**config.mk**
```make
export PLATFORM = sky130hd
export DESIGN_NAME = button_conditioner
export DESIGN_NICKNAME = d
export VERILOG_FILES = /design/src/rtl/tetris_input_pkg.sv /design/src/rtl/btn_debounce_ch.sv /design/src/rtl/button_conditioner.sv
export SDC_FILE = /design/constraint.sdc
export NUM_CORES = 1
export LEC_CHECK = 0
export CORE_MARGIN = 4
export CORE_UTILIZATION = 45
export DETAILED_ROUTE_END_ITERATION = 8
export HOLD_SLACK_MARGIN = 0.12
export PLACE_DENSITY = 0.69
export SKIP_CTS_REPAIR_TIMING = 1
export SYNTH_ARGS = -nofsm -noshare
export SYNTH_HDL_FRONTEND = slang
export SYNTH_SLANG_ARGS = --single-unit
```
**constraint.sdc**
```tcl
create_clock -name clk_25_175 -period 4 [get_ports clk_25_175]
set_input_delay 0.8 -clock clk_25_175 [delete_from_list [all_inputs] [get_ports clk_25_175]]
set_output_delay 0.8 -clock clk_25_175 [all_outputs]
set_load 0.005 [all_outputs]
```
**src/rtl/tetris_input_pkg.sv**
```systemverilog
// Shared definitions for the Tetris button input path: channel state
// encoding, button index constants, default timing and a sizing helper.
package tetris_input_pkg;

  typedef enum logic [1:0] {
    IDLE         = 2'd0,
    PRESS_WAIT   = 2'd1,
    HELD         = 2'd2,
    RELEASE_WAIT = 2'd3
  } ch_state_t;

  localparam int BTN_L   = 0;
  localparam int BTN_ROT = 1;
  localparam int BTN_R   = 2;

  // Defaults sized for a 25.175 MHz pixel clock.
  localparam int DEF_N_BTN           = 3;
  localparam int DEF_SYNC_STAGES     = 2;
  localparam int DEF_DEBOUNCE_CYCLES = 251750;   // ~10 ms
  localparam int DEF_REPEAT_DELAY    = 6293750;  // ~250 ms
  localparam int DEF_REPEAT_PERIOD   = 2517500;  // ~100 ms

  // Largest of three timing constants; sizes the shared counter width.
  function automatic int max3(input int a, input int b, input int c);
    int m;
    m = (a > b) ? a : b;
    return (m > c) ? m : c;
  endfunction

endpackage

```
**src/rtl/btn_debounce_ch.sv**
```systemverilog
// One button channel: synchroniser, debounce FSM, press pulse and sticky
// pending flag. Auto-repeat while held is built only when AUTOREPEAT_EN is
// defined; otherwise a hold produces exactly one press pulse.
module btn_debounce_ch
  import tetris_input_pkg::*;
#(
  parameter int SYNC_STAGES     = DEF_SYNC_STAGES,
  parameter int DEBOUNCE_CYCLES = DEF_DEBOUNCE_CYCLES,
  parameter int BTN_ACTIVE_LOW  = 0,
  parameter int REPEAT_DELAY    = DEF_REPEAT_DELAY,
  parameter int REPEAT_PERIOD   = DEF_REPEAT_PERIOD
) (
  input  logic clk_25_175,
  input  logic reset,
  input  logic raw,
  input  logic ack,
  output logic level,
  output logic press,
  output logic pending
);

  // Counter width covers every timing constant, so saturation never truncates.
  localparam int CNT_W = $clog2(max3(DEBOUNCE_CYCLES, REPEAT_DELAY, REPEAT_PERIOD) + 1);
  // Counters start at 1 on the first qualifying sample, so compare against N-1.
  localparam logic [CNT_W-1:0] DB_LAST = CNT_W'(DEBOUNCE_CYCLES - 1);

  logic [SYNC_STAGES-1:0] sync_reg;
  logic                   s;
  ch_state_t              state_reg, state_next;
  logic [CNT_W-1:0]       cnt_reg, cnt_next;
  logic                   press_reg, press_next;
  logic                   pending_reg;

  function automatic logic [CNT_W-1:0] sat_inc(input logic [CNT_W-1:0] v);
    return (v == '1) ? v : v + 1'b1;
  endfunction

  // Shift the raw pin through the synchroniser chain.
  always_ff @(posedge clk_25_175 or posedge reset) begin
    if (reset) sync_reg <= '0;
    else       sync_reg <= {sync_reg[SYNC_STAGES-2:0], raw};
  end

  // Polarity is normalised at the synchroniser output: s = 1 means pressed.
  assign s = sync_reg[SYNC_STAGES-1] ^ (BTN_ACTIVE_LOW != 0);

`ifdef AUTOREPEAT_EN
  localparam logic [CNT_W-1:0] RD_LAST = CNT_W'(REPEAT_DELAY - 1);
  localparam logic [CNT_W-1:0] RP_LAST = CNT_W'(REPEAT_PERIOD - 1);
  logic [CNT_W-1:0] rpt_reg, rpt_next;
  logic             rpt_first_reg, rpt_first_next;

  // Repeat counter and first-interval flag.
  always_ff @(posedge clk_25_175 or posedge reset) begin
    if (reset) begin
      rpt_reg       <= '0;
      rpt_first_reg <= 1'b1;
    end else begin
      rpt_reg       <= rpt_next;
      rpt_first_reg <= rpt_first_next;
    end
  end
`endif

  // Debounce FSM next state, counter and press pulse (plus repeat pulses).
  always_comb begin
    state_next = state_reg;
    cnt_next   = cnt_reg;
    press_next = 1'b0;
    case (state_reg)
      IDLE: begin
        cnt_next = '0;
        if (s) begin
          if (DB_LAST == '0) begin
            state_next = HELD;
            press_next = 1'b1;
          end else begin
            state_next = PRESS_WAIT;
            cnt_next   = CNT_W'(1);
          end
        end
      end
      PRESS_WAIT: begin
        if (!s) begin
          state_next = IDLE;
          cnt_next   = '0;
        end else if (cnt_reg >= DB_LAST) begin
          state_next = HELD;
          cnt_next   = '0;
          press_next = 1'b1;
        end else begin
          cnt_next = sat_inc(cnt_reg);
        end
      end
      HELD: begin
        cnt_next = '0;
        if (!s) begin
          if (DB_LAST == '0) begin
            state_next = IDLE;
          end else begin
            state_next = RELEASE_WAIT;
            cnt_next   = CNT_W'(1);
          end
        end
      end
      RELEASE_WAIT: begin
        if (s) begin
          state_next = HELD;
          cnt_next   = '0;
        end else if (cnt_reg >= DB_LAST) begin
          state_next = IDLE;
          cnt_next   = '0;
        end else begin
          cnt_next = sat_inc(cnt_reg);
        end
      end
      default: begin
        state_next = IDLE;
        cnt_next   = '0;
      end
    endcase
`ifdef AUTOREPEAT_EN
    // Runs only in HELD; RELEASE_WAIT freezes it so release bounce cannot
    // fire a repeat; cleared once the level is gone.
    rpt_next       = rpt_reg;
    rpt_first_next = rpt_first_reg;
    if (state_reg == HELD) begin
      if (rpt_reg >= (rpt_first_reg ? RD_LAST : RP_LAST)) begin
        press_next     = 1'b1;
        rpt_next       = '0;
        rpt_first_next = 1'b0;
      end else begin
        rpt_next = sat_inc(rpt_reg);
      end
    end else if (state_reg != RELEASE_WAIT) begin
      rpt_next       = '0;
      rpt_first_next = 1'b1;
    end
`endif
  end

  // State, counter and registered pulse.
  always_ff @(posedge clk_25_175 or posedge reset) begin
    if (reset) begin
      state_reg <= IDLE;
      cnt_reg   <= '0;
      press_reg <= 1'b0;
    end else begin
      state_reg <= state_next;
      cnt_reg   <= cnt_next;
      press_reg <= press_next;
    end
  end

  // Sticky pending: a new press wins over a simultaneous acknowledge.
  always_ff @(posedge clk_25_175 or posedge reset) begin
    if (reset) pending_reg <= 1'b0;
    else       pending_reg <= press_reg | (pending_reg & ~ack);
  end

  assign level   = (state_reg == HELD) || (state_reg == RELEASE_WAIT);
  assign press   = press_reg;
  assign pending = pending_reg;

endmodule

```
**src/rtl/button_conditioner.sv**
```systemverilog
// Button conditioner top: one independent debounce channel per button
// (bit0 = L, bit1 = rotate, bit2 = R). Define AUTOREPEAT_EN to enable
// auto-repeat press pulses while a button is held.
module button_conditioner
  import tetris_input_pkg::*;
#(
  parameter int N_BTN           = DEF_N_BTN,
  parameter int SYNC_STAGES     = DEF_SYNC_STAGES,
  parameter int DEBOUNCE_CYCLES = DEF_DEBOUNCE_CYCLES,
  parameter int BTN_ACTIVE_LOW  = 0,
  parameter int REPEAT_DELAY    = DEF_REPEAT_DELAY,
  parameter int REPEAT_PERIOD   = DEF_REPEAT_PERIOD
) (
  input  logic             clk_25_175,
  input  logic             reset,
  input  logic [N_BTN-1:0] btn_raw,
  output logic [N_BTN-1:0] btn_level,
  output logic [N_BTN-1:0] btn_press,
  output logic [N_BTN-1:0] press_pending,
  input  logic [N_BTN-1:0] press_ack
);

  for (genvar gi = 0; gi < N_BTN; gi++) begin : g_ch
    btn_debounce_ch #(
      .SYNC_STAGES    (SYNC_STAGES),
      .DEBOUNCE_CYCLES(DEBOUNCE_CYCLES),
      .BTN_ACTIVE_LOW (BTN_ACTIVE_LOW),
      .REPEAT_DELAY   (REPEAT_DELAY),
      .REPEAT_PERIOD  (REPEAT_PERIOD)
    ) u_ch (
      .clk_25_175(clk_25_175),
      .reset     (reset),
      .raw       (btn_raw[gi]),
      .ack       (press_ack[gi]),
      .level     (btn_level[gi]),
      .press     (btn_press[gi]),
      .pending   (press_pending[gi])
    );
  end

endmodule

```
## Yosys cells after proc, flatten, opt, wreduce, memory -nomap -nowiden

Cells that the tools add are included.
W data, S select, Z words.

- Logic and storage cells: 114
- Bits in registers: 87
- Input port bits: 8

- Muxes and demuxes: 51
- Magnitude comparators: 3
- Bitwise gates (word level): 9
- Eq/ne operators: 24
- Add/subtract/negate cells: 3
- Reduce and logical (&&, ||, !) cells: 9

Operators with widths:

| cell | number |
|---|---|
| $mux W23 | 12 |
| $pmux W23 S4 | 3 |
| $add A23 B1 Y23 const B | 3 |
| $eq A23 B23 Y1 const B | 3 |
| $ge A23 B18 Y1 const B | 3 |
| $mux W2 | 18 |
| $pmux W2 S4 | 3 |
| $mux W1 | 15 |
| $eq A2 B2 Y1 const B | 6 |
| $reduce_and A4 Y1 | 3 |
| $ne A3 B1 Y1 const B | 3 |
| $ne A3 B3 Y1 const B | 3 |
| $eq A2 B1 Y1 const B | 3 |
| $logic_not A2 Y1 | 3 |
| $ne A2 B1 Y1 const B | 3 |
| $ne A2 B2 Y1 const B | 3 |
| $and A1 B1 Y1 | 3 |
| $logic_or A1 B1 Y1 | 3 |
| $not A1 Y1 | 3 |
| $or A1 B1 Y1 | 3 |

## Logic depth before layout (Yosys ltp)

- Depth after elaboration: 5
- Mapped depth: 9
- Mapped depth without buffers: 7

## By module

Synthesis repeated with hierarchy kept, for this count alone.

- Cells, all modules: 417
- Area total of the unflattened synthesis: 4360.4 um2

Modules (own cells, without submodules):

| module | seq. area each (um2) | area each (um2) | cells an instance | times used |
|---|---|---|---|---|
| btn_debounce_ch at g_ch[2].u_ch | 725.7 | 1515.2 | 146 | 1 |
| btn_debounce_ch at g_ch[0].u_ch | 725.7 | 1423.9 | 133 | 1 |
| btn_debounce_ch at g_ch[1].u_ch | 725.7 | 1421.4 | 138 | 1 |

## Least setup slack after synthesis

No wires, ideal clock.

- Path kind: reg2reg
- From: reg g_ch[1].u_ch.cnt_reg[0]
- To: reg g_ch[1].u_ch.cnt_reg[10]
- Arrival time: 1978 ps
- Period minus slack after synthesis: 2049 ps
- Setup slack: 1951 ps
- Buffers on the path: 2
- Cell stages (with the launch flop): 9
- Required time: 3929 ps
- Setup time: 71 ps
- Path through: dfrtp_1 ha_1 o31a_1 nor3_1 nor4_1 or4_1 clkbuf_1 buf_2 nor2_1

- Longest elaborated chain between the ends: 5

RTL lines:

| element | RTL line | RTL |
|---|---|---|
| start, declared | btn_debounce_ch.sv:30 | `logic [CNT_W-1:0] cnt_reg, cnt_next;` |
| start signal, assigned | btn_debounce_ch.sv:150 | `cnt_reg <= cnt_next;` |
| $add A23 B1 Y23 / $eq A23 B23 Y1 (equally long branches) | btn_debounce_ch.sv:35 | `return (v == '1) ? v : v + 1'b1;` |
| $mux W23 | btn_debounce_ch.sv:35 |  |
| $mux W23 (*) | btn_debounce_ch.sv:87, btn_debounce_ch.sv:110 |  |
| $mux W23, on equally long branches | btn_debounce_ch.sv:107, btn_debounce_ch.sv:84 |  |
| $pmux W23 S4 (*) | btn_debounce_ch.sv:70 | `case (state_reg)` |
| named net g_ch[1].u_ch.cnt_next[10] | btn_debounce_ch.sv:30 |  |

The timed path passes the listed nets; every way through them passes the cells marked *.
A chain may end at the register's enable or synchronous reset.

## Worst setup path after layout

- From: reg g_ch[1].u_ch.cnt_reg[0]
- To: reg g_ch[1].u_ch.cnt_reg[1]

Same word-level chain as after synthesis.

==> metrics list <==
* Setup repair after global routing missed its margin: false
- The via count of the first global-routing pass was 3207.
- Clock period minus worst slack: 2.37 ns
- After legalization and detailed placement, the total HPWL measured 5.56 mm.
* Residual DRC: 0
- For the worst setup path, the data arrival time is 2.63 ns.
- Number of cells produced by synthesis: 448
- The internal portion of the total power is 1.40 mW.
- Proportion of power drawn by the clock network: 0.317
- Sorting the synthesized cells by area gives the leading types as sky130_fd_sc_hd__dfrtp_1 (49%), sky130_fd_sc_hd__xnor2_1 (5.8%), sky130_fd_sc_hd__nor2_1 (4.4%).
- Timing analysis after detailed placement gives a worst setup slack of 1.60 ns.
- The share of total power dissipated in combinational logic is 0.141.
- CP Max Fanout: 18
- Initial cell density of the core: 0.469
* Full die area: 11500 sq um
* Overall die height: 107 microns
- Maximum vdd ir drop: 219 uV
- The clock drives 87 sinks.
* Cell depth of the worst hold path: 0
- Count of final setup violators: 0
- In the synthesized netlist the dominant register cell turns out to be sky130_fd_sc_hd__dfrtp_1.
- The first global-routing pass estimated 14.4 mm of wire.
* Largest net degree at the start of global routing: 63
* Final slew viol count: 0
- CP startpoint kind: register
- In this run the critical register-to-register path is launched from g_ch[1].u_ch.cnt_reg[0].
- Floorplan row count: 35
* Switching power of the nets: 0.512 mW
* RePlAce Congestion: 0.825
* Post-synth EDFFs: 0
- Fraction of layout cells with a size suffix above 1: 0.0743
- Largest stage delay on the critical path: 0.81 ns
- Setup slack on the critical path of the routed design comes to 1.63 ns.
- Clock tree synthesis inserted a total of 9 buffers.
- Final global-route overflow total: 0
- The die is 107 microns wide.
- Number of antenna violations at the first check in global routing: 0
- The share of synthesized area in the top cell type comes to 0.493.
* Worst EP required: 4.26 ns
- The worst setup path is captured at a register.
* Number of port buffers: 16
- In this run the worst hold path is classified as register to register.
* Setup_tns: 0 ns
- Number of antenna-violating nets in the routed design: 0
- Dividing the detail-routed wire length by the instance count gives 13.4 microns.
- sky130_fd_sc_hd__dfrtp_1 takes more of the synthesized area than any other cell.
- Tracing the worst setup path back leads to its startpoint at g_ch[1].u_ch.cnt_reg[0].
- Area of the placeable core: 9420 sq um
- Proportion of synthesized chip area in sequential cells: 0.493
- Flip-flop and latch count after synthesis: 87
* Gr usage total: 0.152
- H-tree Lvls: 3
- Dividing the final minimum period by the clock period gives 0.593.
- A synthesized cell averages 9.86 sq um.
* Number of diodes: 0
- The library cell used most frequently in the layout, excluding fill and tap cells, is sky130_fd_sc_hd__dfrtp_1.
- In the layout the commonest cells are sky130_fd_sc_hd__dfrtp_1 (87), sky130_fd_sc_hd__nor2_1 (52), sky130_fd_sc_hd__xnor2_1 (29).
- The root buffer cell chosen for the clock tree is sky130_fd_sc_hd__clkbuf_8.
- First-pass detailed-route iteration total: 4
- After synthesis the cells add up to 4420 sq um.
- For the pin with the worst max-slew slack, the measured transition is 1.01 ns.
- Layout area overhead: 10.4%
- Of the total power, the share spent switching nets is 0.268.
- Startpoint of the worst hold path: g_ch[2].u_ch.sync_reg[0]
* Number of buffers between clock root and the deepest sink: 2
- The share of total power dissipated in sequential elements is 0.542.
- Power density cells: 393 nW/um^2
- Worst Reg2Reg Path Length in Cells: 6
- Final #Nets: 480
* Top Ports: 17
- TritonCTS built the clock tree.
- Headroom to the max-slew limit came out at 0.325.
- The register with the most flip-flops in the layout has 69 of them.
- Yosys warning total: 0
* Final core area utilization: 0.518
* Count of vias placed by the detailed router: 3255
* Depth of the critical timing path with buffers and inverters included: 6
- For this design, the slowest cell found on the critical path is sky130_fd_sc_hd__or4_1.
* Fmax: 422 MHz
- After the first detailed-routing iteration, the DRC count stood at 129.
* Leakage power: 1.85 nW
- Worst Path Buf+Inv: 0
- Number of different library cells in the post-synthesis netlist: 55
- WL final: 8.03 mm
- Clock-pin slew was measured on the worst setup and hold paths at 0.10 ns.
- Startpoint-to-endpoint class of the critical path: register to register
* Post-Route Skew: 0.0170 ns
- Hold Slack: 0.362 ns
- The later pin in the worst-skew pair is clocked with a latency of 0.35 ns.
- Cells traversed along the worst timing path: ha_1 > o31a_1 > nor3_1 > nor4_1 > or4_1 > a211oi_1
- The kind of cell with the highest combined delay along the critical path is simple AND/OR/NAND/NOR gates.
- Dividing the detail-routed via count by the number of cells gives 5.43.
* Count of maximum capacitance violations: 0
- The run finished with clean final reports.
- For this run, asynchronously set or reset flops after synthesis account for 1.00.
- Count of endpoints failing hold in the final timing report: 0
power groups by stage:
stage | logic (mW) | clock network, mW | registers [mW]
finish | 0.271 | 0.607 | 1.04
global route | 0.298 | 0.679 | 1.05
CTS | 0.278 | 0.637 | 1.04
detailed placement | 0.276 | 0 | 1.06
global placement | 0.266 | 0 | 1.05
floorplan | 0.225 | 0 | 1.03
synthesized netlist by cell type, types with 3 or more instances:
| master | number |
|---|---|
| sky130_fd_sc_hd__a2111oi_0 | 7 |
| sky130_fd_sc_hd__a211oi_1 | 14 |
| sky130_fd_sc_hd__a21boi_0 | 3 |
| sky130_fd_sc_hd__a21o_1 | 5 |
| sky130_fd_sc_hd__a21oi_1 | 24 |
| sky130_fd_sc_hd__and2_1 | 5 |
| sky130_fd_sc_hd__and3_1 | 8 |
| sky130_fd_sc_hd__and4_1 | 9 |
| sky130_fd_sc_hd__buf_2 | 3 |
| sky130_fd_sc_hd__buf_4 | 10 |
| sky130_fd_sc_hd__clkbuf_1 | 13 |
| sky130_fd_sc_hd__dfrtp_1 | 87 |
| sky130_fd_sc_hd__ha_1 | 6 |
| sky130_fd_sc_hd__inv_1 | 16 |
| sky130_fd_sc_hd__nand2_1 | 26 |
| sky130_fd_sc_hd__nand3_1 | 20 |
| sky130_fd_sc_hd__nand4_1 | 19 |
| sky130_fd_sc_hd__nor2_1 | 52 |
| sky130_fd_sc_hd__nor3_1 | 12 |
| sky130_fd_sc_hd__nor3b_1 | 4 |
| sky130_fd_sc_hd__nor4_1 | 4 |
| sky130_fd_sc_hd__o21ai_0 | 9 |
| sky130_fd_sc_hd__o31a_1 | 3 |
| sky130_fd_sc_hd__o31ai_1 | 5 |
| sky130_fd_sc_hd__or3_1 | 9 |
| sky130_fd_sc_hd__or4_1 | 5 |
| sky130_fd_sc_hd__xnor2_1 | 29 |
| sky130_fd_sc_hd__xor2_1 | 6 |
routing by layer:
layer | routed length, microns | global-route usage | vias to the layer above
met1 | 3970 | 0.204 | 1565
met5 | 0 | 0 | -
met2 | 3740 | 0.248 | 52
li1 | - | - | 1630
met3 | 256 | 0.0355 | 8
met4 | 57 | 0.0393 | 0
worst paths after layout:
path,slack [ns],to
max in group asynchronous,2.25,g_ch[1].u_ch.cnt_reg[7]
worst min register to register,0.36,g_ch[2].u_ch.sync_reg[1]
worst max-delay path,1.63,g_ch[1].u_ch.cnt_reg[1]
worst min-delay path,0.36,g_ch[2].u_ch.sync_reg[1]
worst max register to register,1.63,g_ch[1].u_ch.cnt_reg[1]
min in group asynchronous,0.96,g_ch[0].u_ch.cnt_reg[1]
final cells by class:
type / count / area (sq um)
fill: 866 / 4540
inverter: 16 / 61.3
clock inverter: 7 / 71.3
timing repair buffer: 21 / 198
sequential: 87 / 2180
multi-input combinational: 331 / 2080
clock buffer: 9 / 124
tap: 129 / 161
per-stage QoR:
| step | std cells | cell area [sq um] | total power [mW] |
|---|---|---|---|
| 3_5_place_dp | 584 | 4680 | 1.33 |
| 6_report | 600 | 4870 | 1.92 |
| 2_1_floorplan | 462 | 4470 | 1.26 |
| 5_1_grt | 600 | 4870 | 2.03 |
| 4_1_cts | 600 | 4870 | 1.95 |
| 3_3_place_gp | 584 | 4680 | 1.31 |
cell families after synthesis:
logic type	after synthesis	synth area share
and+or+nand+nor	188	0.229
DFF	87	0.493
AOI/OAI and AO/OA	83	0.133
buffers and inverters	44	0.0473
xor gates and xnor gates	35	0.0694
adders and majority gates	6	0.0170
muxes	4	0.0108
other	1	0.000849
No activity file was read; power rests on OpenSTA's default activity.
==> edit 1: new RTL, same settings <==
Re-encode `ch_state_t` (4 states) as one-hot, 4 bits wide.
--- a/src/rtl/tetris_input_pkg.sv
+++ b/src/rtl/tetris_input_pkg.sv
@@ -2,11 +2,11 @@
 // encoding, button index constants, default timing and a sizing helper.
 package tetris_input_pkg;
 
-  typedef enum logic [1:0] {
-    IDLE         = 2'd0,
-    PRESS_WAIT   = 2'd1,
-    HELD         = 2'd2,
-    RELEASE_WAIT = 2'd3
+  typedef enum logic [3:0] {
+    IDLE         = 4'b0001,
+    PRESS_WAIT   = 4'b0010,
+    HELD         = 4'b0100,
+    RELEASE_WAIT = 4'b1000
   } ch_state_t;
 
   localparam int BTN_L   = 0;
Formal check against the unedited RTL: same outputs for any inputs over 10 cycles, from zero or initial values and one cycle with reset high; not proved beyond that.
==> edit 1 against the original RTL <==
Setup slack lost 0.21 ns. Clock power grew 12%. Synthesized area grew 13%. Sequential cell count grew 6. Combinational power shrank 37%. Wire length grew 17%. Total power grew 0.75%. Cell area grew 11%. Count of clock-buffer cells in the layout grew 1. Die area grew 12%. Critical path type is now reg2out. Largest cell class is now multi-input combinational cells. Largest power group unchanged.
==> edit 1: results (changes against the original RTL) <==
| Metric | Value |
|---|---|
| Synth area leaders | `dfrtp_1 45%, xnor2_1 5.6%, nor2_1 4.8%` |
| First-pass GRT wire length | `16.3 mm (+13%)` |
| Initial DRC count | `208 (+61%)` |
| Clk_lat worst skew | `0.37 ns (+0.02 ns)` |
| Status | `finished clean` |
| Terminating pin of the worst hold path | `g_ch[1].u_ch.sync_reg[1]` |
| Total GRT Usage | `0.154 (+0.00172)` |
| Syn Inst Count | `516 (+15%)` |
| Pleak | `2.07 nW (+12%)` |
| Crit path max fanout | `6 (-12)` |
| Final Skew | `0.0178 ns (+0.000742 ns)` |
| Post-Place Cells | `649 (+11%)` |
| Tcrit/Tclk final | `0.646 (+0.0533)` |
| Largest net degree at the start of global routing | `55 (-13%)` |
| Fin cells | `665 (+11%)` |
| Placed instance area | `5180 sq um (+11%)` |
| Synth Area in Adders | `0.0150 (-0.00200)` |
| XOR/XNOR Fraction of Synth Area | `0.0665 (-0.00291)` |
| Vias in the first global route | `3482 (+8.6%)` |
| Commonest cells post-synth | `90 x dfrtp_1, 64 x nor2_1, 32 x xnor2_1` |
| Post-DP HPWL | `6.33 mm (+14%)` |
| Int Pwr | `1.43 mW (+2.2%)` |
| Peak VDD IR | `233 uV (+6.0%)` |
| Register area share after synthesis | `0.466 (-0.0272)` |
| Placer Congestion | `0.859 (+4.1%)` |
| DRT Pass-1 Iters | `6 (+2)` |
| Via density | `5.63 (+3.8%)` |
| Worst reg2reg path endpoint | `g_ch[0].u_ch.cnt_reg[6]` |
| Worst Path Arrival | `1.78 ns (-0.85 ns)` |
edit 1: metal layers:
metal | up-vias | GRT usage | part of all wire
met4 | 0 | 0.0561 | 0.017
met2 | 77 | 0.237 | 0.45
li1 | 1829 | - | -
met3 | 15 | 0.0302 | 0.034
met1 | 1822 | 0.217 | 0.50
met5 | - | 0 | 0
edit 1: cell type report:
type                       count  area [sq um]
multi-input combinational    381          2430
tap                          140           175
clock buffer                  10           128
fill                         994          5450
timing repair buffer          18           175
clock inverter                 6          87.6
inverter                      17          65.1
sequential                    93          2330
edit 1: power by group through the flow:
stage	sequential (mW)	clock (mW)	combinational [mW]
2_1_floorplan	1.04	0	0.185
3_3_place_gp	1.09	0	0.167
3_5_place_dp	1.10	0	0.172
4_1_cts	1.08	0.696	0.173
5_1_grt	1.09	0.738	0.196
6_report	1.08	0.679	0.170
edit 1: worst max-delay path, stage by stage, from the launching register on:
cell             delay, ns
dfrtp_1               0.44
nor2b_1               0.23
nor2_1                0.09
nor3_1                0.13
clkdlybuf4s50_1       0.53
==> edit 2: new RTL, same flow settings <==
Without the edit above. `DEF_N_BTN`: 3 -> 6.
--- a/src/rtl/tetris_input_pkg.sv
+++ b/src/rtl/tetris_input_pkg.sv
@@ -14,7 +14,7 @@
   localparam int BTN_R   = 2;
 
   // Defaults sized for a 25.175 MHz pixel clock.
-  localparam int DEF_N_BTN           = 3;
+  localparam int DEF_N_BTN           = 6;
   localparam int DEF_SYNC_STAGES     = 2;
   localparam int DEF_DEBOUNCE_CYCLES = 251750;   // ~10 ms
   localparam int DEF_REPEAT_DELAY    = 6293750;  // ~250 ms
Ports: changed (5 resized); port bits go from 17 to 32. No check against the original RTL was run, so the function may have changed too.
==> edit 2 against the original RTL <==
Setup slack worse by 0.070 ns. Cell area increased by 100%. Synthesized area up 95%. Hold slack got worse by 0.017 ns. Sequential cell count rose by 87. Total power is 130% higher. Wire length increased by 99%. First-iteration DRC count grew to 3.5 times the old value. Global-route usage grew 0.55 points. Highest routed layer unchanged.
==> edit 2: results (changes against the original RTL) <==
| Metric | Value |
|---|---|
| Crit path max fanout | `17 (-1)` |
| Max reg flops | `138 (+100%)` |
| Slowest-stage cell, CP | `or4b_1` |
| Synth area leaders | `dfrtp_1 51%, xnor2_1 6.6%, nor2_1 5.2%` |
| Final Skew | `0.00778 ns (-0.00925 ns)` |
| CP delay by family, top | `simple AND/OR/NAND/NOR gates` |
| Warnings, synthesis | `0 (unchanged)` |
| Fmax | `410 MHz (-2.9%)` |
| Post-synth ARST share | `1.00 (unchanged)` |
| Post-DP HPWL | `10.7 mm (+92%)` |
| Vias in the first global route | `5958 (+86%)` |
| Worst Path Arrival | `2.78 ns (+0.15 ns)` |
| Via count | `6269 (+93%)` |
| Largest stage delay on the critical path | `0.84 ns (+0.03 ns)` |
| Pleak | `3.74 nW (+100%)` |
| Slew @ Worst Pin | `1.05 ns (+0.0385 ns)` |
| Placer Congestion | `0.816 (-1.1%)` |
| Worst-path clk slew | `0.07 ns (-0.03 ns)` |
| Startpoint class of the critical path | `register` |
| Clock buffer depth | `2 (unchanged)` |
| Total GRT Usage | `0.157 (+0.00548)` |
| Hold depth | `0 (unchanged)` |
| Initial antenna violation count | `0 (unchanged)` |
| Clk_lat worst skew | `0.43 ns (+0.08 ns)` |
| Root buf cell | `clkbuf_16` |
| Min-Delay Path Class | `reg2reg` |
| Ant. Diodes | `0 (unchanged)` |
| Reg2reg path depth | `7 (+1)` |
| First-pass GRT wire length | `28.4 mm (+97%)` |
| Synth cell types | `64 (+16%)` |
| Layout cells sized above 1 | `0.0727 (-0.00156)` |
| Initial DRC count | `457 (+250%)` |
| CTS buffer count | `17 (+8)` |
| Final WL | `16.0 mm (+99%)` |
| Status | `finished clean` |
| Largest net degree at the start of global routing | `47 (-25%)` |
| DRT Pass-1 Iters | `5 (+1)` |
| Register area share after synthesis | `0.506 (+0.0128)` |
| I/O Buffers | `31 (+15)` |
| Peak VDD IR | `318 uV (+45%)` |
| Final net count | `935 (+95%)` |
| Commonest cells post-synth | `174 x dfrtp_1, 120 x nor2_1, 65 x xnor2_1` |
| Htree depth | `4 (+1)` |
| Pre-CTS setup slack | `1.55 ns (-0.0556 ns)` |
## edit 2: cell count changes after synthesis, moves of 10 or more
cell and change:
nand2_1 +17, buf_4 +11, nor2_1 +68, nand4_1 +29
a211oi_1 +10, nor3_1 +13, nand3_1 +17, dfrtp_1 +87
a21oi_1 +20, xnor2_1 +36
## edit 2: kinds of logic (layout without fill, tap and decap cells)
group | Yosys count | after routing | share of synthesized area
AND/OR/NAND/NOR | 379 | 379 | 0.234
flip-flops | 174 | 174 | 0.506
AO/OA/AOI/OAI | 143 | 143 | 0.109
XOR/XNOR | 77 | 77 | 0.0783
buffers and inverters | 76 | 99 | 0.0461
adder cells (fa/ha/maj) | 12 | 12 | 0.0174
multiplexers | 7 | 7 | 0.00901
other | 1 | 30 | 0.000436
## edit 2: path summary, 6_finish.rpt
| check | start | to |
|---|---|---|
| worst max-delay path | g_ch[4].u_ch.cnt_reg[1] | g_ch[4].u_ch.cnt_reg[4] |
| worst max register to register | g_ch[4].u_ch.cnt_reg[1] | g_ch[4].u_ch.cnt_reg[4] |
| worst min register to register | g_ch[4].u_ch.sync_reg[0] | g_ch[4].u_ch.sync_reg[1] |
| worst min-delay path | g_ch[4].u_ch.sync_reg[0] | g_ch[4].u_ch.sync_reg[1] |
| max in group asynchronous | reset | g_ch[5].u_ch.cnt_reg[3] |
| min in group asynchronous | reset | g_ch[1].u_ch.sync_reg[0] |
## edit 2: area by class of cell
class	count	area (sq um)
Clock buffer	19	443
Clock inverter	12	210
Fill cell	1690	8980
Inverter	25	97.6
Multi-Input combinational cell	648	3970
Sequential cell	174	4350
Tap cell	234	293
Timing Repair Buffer	43	413
## edit 2: through the flow
step           cells  area [sq um]  hold slack [ns]  power [mW]  utilization
3_5_place_dp    1124          9130            0.337        2.57        0.486
4_1_cts         1155          9780            0.352        4.41        0.521
2_1_floorplan    898          8720            0.331        2.44            -
5_1_grt         1155          9780            0.350        4.56        0.521
3_3_place_gp    1124          9130            0.334        2.55        0.486
6_report        1155          9780            0.345        4.35        0.521
## edit 2: routing by layer
| layer | part of all wire | vias up | GRT usage |
|---|---|---|---|
| li1 | - | 3144 | - |
| met2 | 0.46 | 105 | 0.243 |
| met5 | 0 | - | 0 |
| met4 | 0.017 | 0 | 0.0635 |
| met1 | 0.49 | 2998 | 0.218 |
| met3 | 0.034 | 22 | 0.0326 |
## edit 2: report_power, final
group | leakage [nW] | switching (mW) | internal [mW]
sequential | 2.30 | 0.140 | 1.91
clock | 0.314 | 0.691 | 1.13
combinational | 1.13 | 0.196 | 0.290
